File: src/rtl/pwm_adjust_ctrl_if.sv
// rtl/pwm_adjust_ctrl_if.sv - button/select inputs and setting outputs of pwm_adjust_ctrl
// Signals:
//   btn_up, btn_dn : raw push-buttons, asynchronous, active-high
//   sel            : target select, 0 = duty, 1 = freq
//   duty, freq     : 4-bit setting registers
//   upd            : one-cycle pulse when duty or freq changes value
//   hold           : high while a button is held in an auto-repeat state
// Modports: master drives the buttons and select; slave is the controller.
interface pwm_adjust_ctrl_if;
    logic       btn_up;
    logic       btn_dn;
    logic       sel;
    logic [3:0] duty;
    logic [3:0] freq;
    logic       upd;
    logic       hold;

    modport master (
        output btn_up, btn_dn, sel,
        input  duty, freq, upd, hold
    );

    modport slave (
        input  btn_up, btn_dn, sel,
        output duty, freq, upd, hold
    );
endinterface

File: src/rtl/pwm_adjust_ctrl.sv
// rtl/pwm_adjust_ctrl.sv - debounced up/down buttons stepping the duty and freq settings
// Ports:
//   clk  : system clock
//   rst  : asynchronous active-high reset
//   io   : pwm_adjust_ctrl_if.slave (btn_up, btn_dn, sel in; duty, freq, upd, hold out)
// Build option: define PWM_ADJUST_WRAP_EN to make steps wrap modulo 16 instead of saturating.
module pwm_adjust_ctrl #(
    parameter int         DEB_CYCLES = 500000,
    parameter int         REP_DELAY  = 50000000,
    parameter int         REP_PERIOD = 10000000,
    parameter logic [3:0] DUTY_INIT  = 4'd8,
    parameter logic [3:0] FREQ_INIT  = 4'd0
) (
    input  logic           clk,
    input  logic           rst,
    pwm_adjust_ctrl_if.slave io
);
    localparam int DW   = ($clog2(DEB_CYCLES) < 1) ? 1 : $clog2(DEB_CYCLES);
    localparam int TMAX = (REP_DELAY > REP_PERIOD) ? REP_DELAY : REP_PERIOD;
    localparam int TW   = ($clog2(TMAX) < 1) ? 1 : $clog2(TMAX);

    typedef enum logic [1:0] {IDLE, HOLD_UP, HOLD_DN, LOCK} state_t;

    logic          up_s1_q, up_s2_q, dn_s1_q, dn_s2_q;
    logic          up_lvl_q, up_lvl_d, dn_lvl_q, dn_lvl_d;
    logic          up_prev_q, dn_prev_q;
    logic [DW-1:0] up_cnt_q, up_cnt_d, dn_cnt_q, dn_cnt_d;
    logic [TW-1:0] timer_q, timer_d;
    state_t        state_q, state_d;
    logic [3:0]    duty_q, duty_d, freq_q, freq_d;
    logic          upd_q, upd_d, hold_q, hold_d;
    logic          up_rise, dn_rise;
    logic          do_step, step_up, do_restore;

    // Returns {next_level, next_count}; the level only flips after DEB_CYCLES
    // consecutive cycles of disagreement with the synchronized input.
    function automatic logic [DW:0] deb_next(input logic s, input logic lvl,
                                             input logic [DW-1:0] cnt);
        if (s == lvl)
            deb_next = {lvl, {DW{1'b0}}};
        else if (cnt == DW'(DEB_CYCLES - 1))
            deb_next = {~lvl, {DW{1'b0}}};
        else
            deb_next = {lvl, cnt + DW'(1)};
    endfunction

    function automatic logic [3:0] step_val(input logic [3:0] v, input logic up);
`ifdef PWM_ADJUST_WRAP_EN
        step_val = up ? v + 4'd1 : v - 4'd1;
`else
        if (up)
            step_val = (v == 4'hF) ? v : v + 4'd1;
        else
            step_val = (v == 4'h0) ? v : v - 4'd1;
`endif
    endfunction

    assign up_rise = up_lvl_q & ~up_prev_q;
    assign dn_rise = dn_lvl_q & ~dn_prev_q;

    always_comb begin
        {up_lvl_d, up_cnt_d} = deb_next(up_s2_q, up_lvl_q, up_cnt_q);
        {dn_lvl_d, dn_cnt_d} = deb_next(dn_s2_q, dn_lvl_q, dn_cnt_q);

        state_d    = state_q;
        timer_d    = timer_q;
        duty_d     = duty_q;
        freq_d     = freq_q;
        do_step    = 1'b0;
        step_up    = 1'b0;
        do_restore = 1'b0;

        case (state_q)
            IDLE: begin
                if (up_rise && dn_rise) begin
                    do_restore = 1'b1;
                    state_d    = LOCK;
                end else if (up_rise || dn_rise) begin
                    do_step = 1'b1;
                    step_up = up_rise;
                    state_d = up_rise ? HOLD_UP : HOLD_DN;
                    timer_d = TW'(REP_DELAY - 1);
                end
            end
            HOLD_UP, HOLD_DN: begin
                // Release of the held button wins over everything else.
                if ((state_q == HOLD_UP) ? !up_lvl_q : !dn_lvl_q) begin
                    state_d = IDLE;
                end else if ((state_q == HOLD_UP) ? dn_rise : up_rise) begin
                    do_restore = 1'b1;
                    state_d    = LOCK;
                end else if (timer_q == '0) begin
                    do_step = 1'b1;
                    step_up = (state_q == HOLD_UP);
                    timer_d = TW'(REP_PERIOD - 1);
                end else begin
                    timer_d = timer_q - TW'(1);
                end
            end
            LOCK: begin
                if (!up_lvl_q && !dn_lvl_q)
                    state_d = IDLE;
            end
            default: state_d = IDLE;
        endcase

        // sel is sampled only here, so a mid-hold change redirects later repeats.
        if (do_step) begin
            if (io.sel) freq_d = step_val(freq_q, step_up);
            else        duty_d = step_val(duty_q, step_up);
        end
        if (do_restore) begin
            if (io.sel) freq_d = FREQ_INIT;
            else        duty_d = DUTY_INIT;
        end

        upd_d  = (duty_d != duty_q) || (freq_d != freq_q);
        hold_d = (state_d == HOLD_UP) || (state_d == HOLD_DN);
    end

    always_ff @(posedge clk or posedge rst) begin
        if (rst) begin
            up_s1_q   <= 1'b0;
            up_s2_q   <= 1'b0;
            dn_s1_q   <= 1'b0;
            dn_s2_q   <= 1'b0;
            up_lvl_q  <= 1'b0;
            dn_lvl_q  <= 1'b0;
            up_prev_q <= 1'b0;
            dn_prev_q <= 1'b0;
            up_cnt_q  <= '0;
            dn_cnt_q  <= '0;
            timer_q   <= '0;
            state_q   <= IDLE;
            duty_q    <= DUTY_INIT;
            freq_q    <= FREQ_INIT;
            upd_q     <= 1'b0;
            hold_q    <= 1'b0;
        end else begin
            up_s1_q   <= io.btn_up;
            up_s2_q   <= up_s1_q;
            dn_s1_q   <= io.btn_dn;
            dn_s2_q   <= dn_s1_q;
            up_lvl_q  <= up_lvl_d;
            dn_lvl_q  <= dn_lvl_d;
            up_prev_q <= up_lvl_q;
            dn_prev_q <= dn_lvl_q;
            up_cnt_q  <= up_cnt_d;
            dn_cnt_q  <= dn_cnt_d;
            timer_q   <= timer_d;
            state_q   <= state_d;
            duty_q    <= duty_d;
            freq_q    <= freq_d;
            upd_q     <= upd_d;
            hold_q    <= hold_d;
        end
    end

    assign io.duty = duty_q;
    assign io.freq = freq_q;
    assign io.upd  = upd_q;
    assign io.hold = hold_q;
endmodule
File: src/flat_wrapper.sv
// flat-port wrapper written by rule: the top's interface ports become plain ports
module pwm_adjust_ctrl_flat 
#(
    parameter int         DEB_CYCLES = 500000,
    parameter int         REP_DELAY  = 50000000,
    parameter int         REP_PERIOD = 10000000,
    parameter logic [3:0] DUTY_INIT  = 4'd8,
    parameter logic [3:0] FREQ_INIT  = 4'd0
)
  (clk, rst, io_btn_up, io_btn_dn, io_sel, io_duty, io_freq, io_upd, io_hold);
  pwm_adjust_ctrl_if io_i ();
  input  logic clk;
  input  logic rst;
  input wire logic [$bits(io_i.btn_up)-1:0] io_btn_up;
  input wire logic [$bits(io_i.btn_dn)-1:0] io_btn_dn;
  input wire logic [$bits(io_i.sel)-1:0] io_sel;
  output wire logic [$bits(io_i.duty)-1:0] io_duty;
  output wire logic [$bits(io_i.freq)-1:0] io_freq;
  output wire logic [$bits(io_i.upd)-1:0] io_upd;
  output wire logic [$bits(io_i.hold)-1:0] io_hold;
  assign io_i.btn_up = io_btn_up;
  assign io_i.btn_dn = io_btn_dn;
  assign io_i.sel = io_sel;
  assign io_duty = io_i.duty;
  assign io_freq = io_i.freq;
  assign io_upd = io_i.upd;
  assign io_hold = io_i.hold;
  pwm_adjust_ctrl #(.DEB_CYCLES(DEB_CYCLES), .REP_DELAY(REP_DELAY), .REP_PERIOD(REP_PERIOD), .DUTY_INIT(DUTY_INIT), .FREQ_INIT(FREQ_INIT)) u_core (.clk(clk), .rst(rst), .io(io_i));
endmodule
File: config.mk
export PLATFORM = sky130hd
export DESIGN_NAME = pwm_adjust_ctrl_flat
export DESIGN_NICKNAME = d
export VERILOG_FILES = /design/src/rtl/pwm_adjust_ctrl_if.sv /design/src/rtl/pwm_adjust_ctrl.sv /design/src/flat_wrapper.sv
export SDC_FILE = /design/constraint.sdc
export NUM_CORES = 1
export LEC_CHECK = 0
export CORE_MARGIN = 4
export CORE_UTILIZATION = 48
export CTS_CLUSTER_DIAMETER = 60
export CTS_CLUSTER_SIZE = 28
export DETAILED_ROUTE_END_ITERATION = 12
export PLACE_DENSITY = 0.69
export SYNTH_ARGS = -nofsm -noshare
export SYNTH_HDL_FRONTEND = slang
export SYNTH_SLANG_ARGS = --single-unit
File: constraint.sdc
create_clock -name clk -period 3.6 [get_ports clk]
set_input_delay 0.54 -clock clk [delete_from_list [all_inputs] [get_ports clk]]
set_output_delay 0.54 -clock clk [all_outputs]
set_load 0.01 [all_outputs]
==> Word-level counts from Yosys, hierarchy flattened <==
Cells that the tools add are included.
{ "totals": {"regBits": 84, "latchBits": 0, "memories": 0, "mem_bits_rw": 0, "inputBits": 5, "out_inout_bits": 10, "romBits": 0, "wordCells": 113} }
{ "classes": {"n_lt_le_gt_ge": 0, "n_mul": 0, "shifts": 0, "bitwise": 8, "addsub": 7, "reduce_logical": 16, "mux": 49, "n_eq_ne": 17, "div": 0} }
{ "ops": {"columns": ["cell", "n"], "rows": [
  ["$mux 26", 5],
  ["$mux 19", 4],
  ["$mux 4", 14],
  ["$pmux 26 s2", 1],
  ["$add 19x1->19 const B", 2],
  ["$eq 19x19->1 const B", 2],
  ["$logic_not 26->1", 1],
  ["$sub 26x1->26 const B", 1],
  ["$mux 1", 15],
  ["$mux 2", 6],
  ["$add 4x1->4 const B", 2],
  ["$eq 4x4->1 const B", 2],
  ["$logic_not 4->1", 2],
  ["$ne 4x4->1", 2],
  ["$sub 4x1->4 const B", 2],
  ["$eq 2x2->1 const B", 3],
  ["$ne 2x2->1 const B", 3],
  ["$not 1->1", 6],
  ["$pmux 1 s2", 3],
  ["$pmux 2 s3", 1],
  ["$reduce_and 5->1", 1],
  ["$eq 2x1->1 const B", 2],
  ["$reduce_and 2->1", 2],
  ["$logic_or 1x1->1", 3],
  ["other kinds (8)", 12]
]} }

==> Depth between registers and ports, before layout <==
{ "logic_depth": {"depth_word": 13, "mapped_depth": 12, "mapped_depth_nobuf": 10} }

==> Least setup slack after synthesis <==
Ideal clock, no wire load.
{ "synth_timing": {"kind": "register to register", "from": "reg u_core.up_lvl_q", "to": "reg u_core.upd_q (netlist: u_core.io.upd)", "path_stages_with_launch": 11, "required_time_ps": 3455, "arrival_ps": 2526, "setup_slack_ps": 929, "path_buffers": 1, "setup_time_ps": 145, "synth_period_minus_slack_ps": 2671, "path_cell_list": "dfrtp_1 > clkbuf_1 > nand2b_1 > ha_1 > nand2_1 > a2111oi_0 > nand2b_1 > o21ai_2 > a311oi_1 > a2111oi_2 > o2111ai_1"} }
{ "synth_between": {"elab_chain_len": 12, "word_cells_on_any_way": 33, "classes_between": "eq/ne: 2; mux: 26; bitwise: 1; reduce/logical: 4"} }
{ "synth_rtl": {"columns": ["item", "line", "source"], "rows": [
  ["start: declaration", "pwm_adjust_ctrl.sv:25", "logic up_lvl_q, up_lvl_d, dn_lvl_q, dn_lvl_d;"],
  ["start signal: assignment", "pwm_adjust_ctrl.sv:144", "up_lvl_q <= up_lvl_d;"],
  ["$and 1x1->1", "pwm_adjust_ctrl.sv:58", "assign up_rise = up_lvl_q & ~up_prev_q;"],
  ["$mux 1 or $logic_or 1x1->1 (tied branches)", "pwm_adjust_ctrl.sv:89, pwm_adjust_ctrl.sv:78", null],
  ["$mux 1, on equally long branches", "pwm_adjust_ctrl.sv:89, pwm_adjust_ctrl.sv:78", null],
  ["$mux 1, on equally long branches", "pwm_adjust_ctrl.sv:87, pwm_adjust_ctrl.sv:75", null],
  ["$pmux 1 s2", "pwm_adjust_ctrl.sv:73", "case (state_q)"],
  ["$mux 4", "pwm_adjust_ctrl.sv:51", "if (up)"],
  ["$mux 4", "pwm_adjust_ctrl.sv:109", "if (io.sel) freq_d = step_val(freq_q, step_up);"],
  ["$mux 4", "pwm_adjust_ctrl.sv:108", "if (do_step) begin"],
  ["$mux 4", "pwm_adjust_ctrl.sv:113", "if (io.sel) freq_d = FREQ_INIT;"],
  ["$mux 4", "pwm_adjust_ctrl.sv:112", "if (do_restore) begin"],
  ["$ne 4x4->1", "pwm_adjust_ctrl.sv:117", "upd_d = (duty_d != duty_q) || (freq_d != freq_q);"],
  ["$logic_or 1x1->1 (*)", "pwm_adjust_ctrl.sv:117", null],
  ["via u_core.upd_d", "pwm_adjust_ctrl.sv:31", "logic upd_q, upd_d, hold_q, hold_d;"],
  ["end signal: assignment", "pwm_adjust_ctrl.sv:154", "upd_q <= upd_d;"],
  ["end: declaration", "pwm_adjust_ctrl.sv:31", null]
]} }
The timed path passes the listed nets; every way through them passes the cells marked *.
A chain may end at the register's enable or synchronous reset.

==> Worst setup path in the final report <==
{ "layout_timing": {"from": "reg u_core.timer_q[17]", "to": "reg u_core.upd_q (netlist: u_core.io.upd)"} }
{ "layout_between": {"elab_chain_len": 12, "word_cells_on_any_way": 22, "classes_between": "eq/ne: 2; mux: 18; reduce/logical: 2"} }
{ "layout_rtl": {"columns": ["item", "line", "source"], "rows": [
  ["start: declaration", "pwm_adjust_ctrl.sv:28", "logic [TW-1:0] timer_q, timer_d;"],
  ["start signal: assignment", "pwm_adjust_ctrl.sv:150", "timer_q <= timer_d;"],
  ["$logic_not 26->1 (*)", "pwm_adjust_ctrl.sv:92", "end else if (timer_q == '0) begin"],
  ["$mux 1", "pwm_adjust_ctrl.sv:92", null],
  ["$mux 1", "pwm_adjust_ctrl.sv:89", "end else if ((state_q == HOLD_UP) ? dn_rise : up_rise) begin"],
  ["$mux 1", "pwm_adjust_ctrl.sv:87", "if ((state_q == HOLD_UP) ? !up_lvl_q : !dn_lvl_q) begin"],
  ["$pmux 1 s2", "pwm_adjust_ctrl.sv:73", null],
  ["$mux 4", "pwm_adjust_ctrl.sv:51", null],
  ["$mux 4", "pwm_adjust_ctrl.sv:109", null],
  ["$mux 4", "pwm_adjust_ctrl.sv:108", null],
  ["$mux 4", "pwm_adjust_ctrl.sv:113", null],
  ["$mux 4", "pwm_adjust_ctrl.sv:112", null],
  ["$ne 4x4->1", "pwm_adjust_ctrl.sv:117", null],
  ["$logic_or 1x1->1 (*)", "pwm_adjust_ctrl.sv:117", null],
  ["via u_core.upd_d", "pwm_adjust_ctrl.sv:31", null]
]} }
Marked as above.

==> impl_metrics.env <==
export IMPL_outcome="complete, no violations"
export IMPL_cts_buffers=9
export IMPL_fin_skew_ns=0.00869
export IMPL_drtIter0Drc=254
export IMPL_path_class="reg2reg"
export IMPL_synth_edf_count=0
export IMPL_fp_dieW_um=110
export IMPL_yosys_area_top_type="dfrtp_1"
export IMPL_cts_root_buffer="clkbuf_8"
export IMPL_antenna_found_initial=0
export IMPL_synthTopCellsByCount="84 x nor2_1, 83 x dfrtp_1, 39 x nand3_1, 38 x o21ai_0, 35 x nand2_1"
export IMPL_min_from="u_core.dn_s1_q"
export IMPL_drt_drc_violations_left=0
export IMPL_grt_max_degree=62
export IMPL_layout_drive_gt1_share=0.0829
export IMPL_power_density_nw_per_um2=308
export IMPL_synthArstFlopShare=1.00
export IMPL_synth_cell_type_count=68
export IMPL_vias=4233
export IMPL_portBuffers=14
export IMPL_wl_um=10800
export IMPL_peakVddDrop_mv=0.207
export IMPL_wl_per_cell_um=14.9
export IMPL_critPathRequiredTime_ns=3.82
export IMPL_synth_area_per_cell_um2=8.76
export IMPL_fmax_ghz=0.329
export IMPL_endpoint_kind="flop"
export IMPL_hold_viol_final=0
export IMPL_syn_inst=571
export IMPL_gp_congestion=0.916
export IMPL_hold_buffers=0
export IMPL_layout_nets=605
export IMPL_yosysWarnings=0
export IMPL_htree_levels=3
export IMPL_synth_net_count=590
export IMPL_timing_hold_ws_ns=0.354
export IMPL_maxSlewViolCount=0
export IMPL_area_delta_synth_final_pct=10.2
export IMPL_timing_rr_end="u_core.io.upd"
export IMPL_diodes=0
export IMPL_maxSlewHeadroom=0.297
export IMPL_ys_flop_type="dfrtp_1"
export IMPL_drt_pass1_iter_count=5
export IMPL_setup_violations=0
export IMPL_cts_num_sinks=84
export IMPL_grt_overflow=0
export IMPL_hold_end="u_core.dn_s2_q"
export IMPL_hpwl_um=7620
export IMPL_fin_crit_sh=0.844
export IMPL_fillers=905
export IMPL_min_period_ns=3.04
export IMPL_layoutNonFillerInstCount=727
export IMPL_reg2reg_from="u_core.timer_q[17]"
export IMPL_arrival_ns=3.26
export IMPL_totalNegativeSetupSlack_ns=0
export IMPL_worst_path_max_fanout=11
export IMPL_hp_class="reg2reg"
export IMPL_dieArea_um2=12100
export IMPL_ff2ff_setup_slack_ns=0.56
export IMPL_dp_cells=711
export IMPL_initial_core_util=0.489
export IMPL_clockBufferDepth=2
export IMPL_die_y_um=110
export IMPL_seq_area_frac_synth=0.420
export IMPL_grt_setup_unrepaired="no"
export IMPL_yosysMostFrequentCell="nor2_1"
export IMPL_rows=37
export IMPL_grt_pass1_wl_um=18900
export IMPL_antenna_left=0
export IMPL_rr_worst_depth=7
export IMPL_vias_per_cell=5.82
export IMPL_grt_pass1_vias=4066
export IMPL_coreArea_um2=10200
export IMPL_ys_ff_latch=84
export IMPL_netlist_area_um2=5000
export IMPL_tightest_slew_ns=1.05
export IMPL_cts_clk_slew_worst_paths_ns=0.09
export IMPL_track_usage=0.194
export IMPL_drv_cap=0
export IMPL_pin_count=15
export IMPL_clock_latency_ns=0.36
export IMPL_cts_setup_buffers=0
export IMPL_synth_top_cell_area_share=0.415
export IMPL_p_leak_uw=0.00243
export IMPL_ctsResizeCount=0
export IMPL_holdPathStages=0
export IMPL_cp_start_kind="flop"
export IMPL_cts_tree="done"
export IMPL_ys_top_cells_by_area="dfrtp_1 42%, nor2_1 6.3%, nand3_1 3.9%"
[kinds of logic (layout without fill, tap and decap cells)]
kind of cell | after synthesis | count (layout) | share of synthesized area
simple gates | 253 | 253 | 0.259
compound gates | 135 | 135 | 0.178
flops | 84 | 84 | 0.420
buf+inv | 43 | 63 | 0.0327
xor+xnor | 37 | 37 | 0.0647
fa+ha+maj | 14 | 14 | 0.0350
mux | 5 | 5 | 0.0105
[worst max path at each step]
stage                       startpoint                 end  slack [ns]
floorplan                          rst  u_core.dn_cnt_q[0]        0.90
global placement    u_core.timer_q[17]       u_core.io.upd        0.67
detailed placement  u_core.timer_q[17]       u_core.io.upd        0.58
CTS                 u_core.timer_q[17]       u_core.io.upd        0.55
global route        u_core.timer_q[17]       u_core.io.upd        0.33
finish              u_core.timer_q[17]       u_core.io.upd        0.56
[registers in the layout (all words and copies together), names as in the netlist]
register	flops
u_core.timer_q	26
u_core.dn_cnt_q	19
u_core.up_cnt_q	19
u_core.io.duty	4
u_core.io.freq	4
u_core.state_q	2
u_core.dn_lvl_q	1
u_core.dn_prev_q	1
u_core.dn_s1_q	1
u_core.dn_s2_q	1
u_core.io.hold	1
u_core.io.upd	1
u_core.up_lvl_q	1
u_core.up_prev_q	1
u_core.up_s1_q	1
u_core.up_s2_q	1
[power by group]
part	leakage [µW]	switching, µW	total, µW	internal (µW)
Combinational	0.00120	32.2	44.6	12.4
Clock	0.0000984	368	699	331
Sequential	0.00113	6.07	957	950
Total	0.00243	406	1700	1290
[area by class of cell]
cell class / count / area, µm² / share of cell area
inverter: 25 / 95.1 / 0.0172
clock inverter: 7 / 82.6 / 0.0150
tap: 136 / 170 / 0.0309
clock buffer: 9 / 124 / 0.0225
timing repair buffer: 22 / 200 / 0.0363
sequential: 84 / 2100 / 0.382
multi-input combinational: 444 / 2740 / 0.497
[per-stage QoR]
stage               utilization  area [µm²]  setup WS, ns  power, µW
floorplan                     -        5000         0.897       1010
global placement          0.519        5310         0.674       1020
detailed placement        0.519        5310         0.584       1020
CTS                       0.539        5510         0.551       1720
global route              0.539        5510         0.331       1780
finish                    0.539        5510         0.560       1700
[cells in the final DEF, fill, tap and decap left out, types with 5 or more instances in the layout]
cell,count
nand4_1,7
and3_1,15
a21oi_1,31
o31ai_1,5
or3_1,6
nand3_1,39
a31oi_1,9
xnor2_1,17
clkbuf_8,9
buf_4,8
clkdlybuf4s50_1,14
a22o_1,5
or2_2,6
nand2_1,35
nor3_1,14
xor2_1,20
nor2_1,84
inv_1,24
o21ai_0,38
nand2b_1,7
ha_1,14
a21o_1,5
nor4_1,8
dfrtp_1,83
[layer usage]
metal	wire length, µm	vias up	global-route usage
met3	487	15	0.0355
met1	5090	2037	0.264
met2	5100	92	0.320
li1	-	2089	-
met5	0	-	0
met4	136	0	0.0493
[worst max-delay path: stages, from the launching register on]
cell       delay (ns)
dfrtp_1          0.47
or4_4            0.58
nor4_4           0.42
nand2_1          0.38
o21ai_2          0.43
a311oi_1         0.20
a2111oi_2        0.26
o2111ai_1        0.16
(Power assumes the default switching activity.)
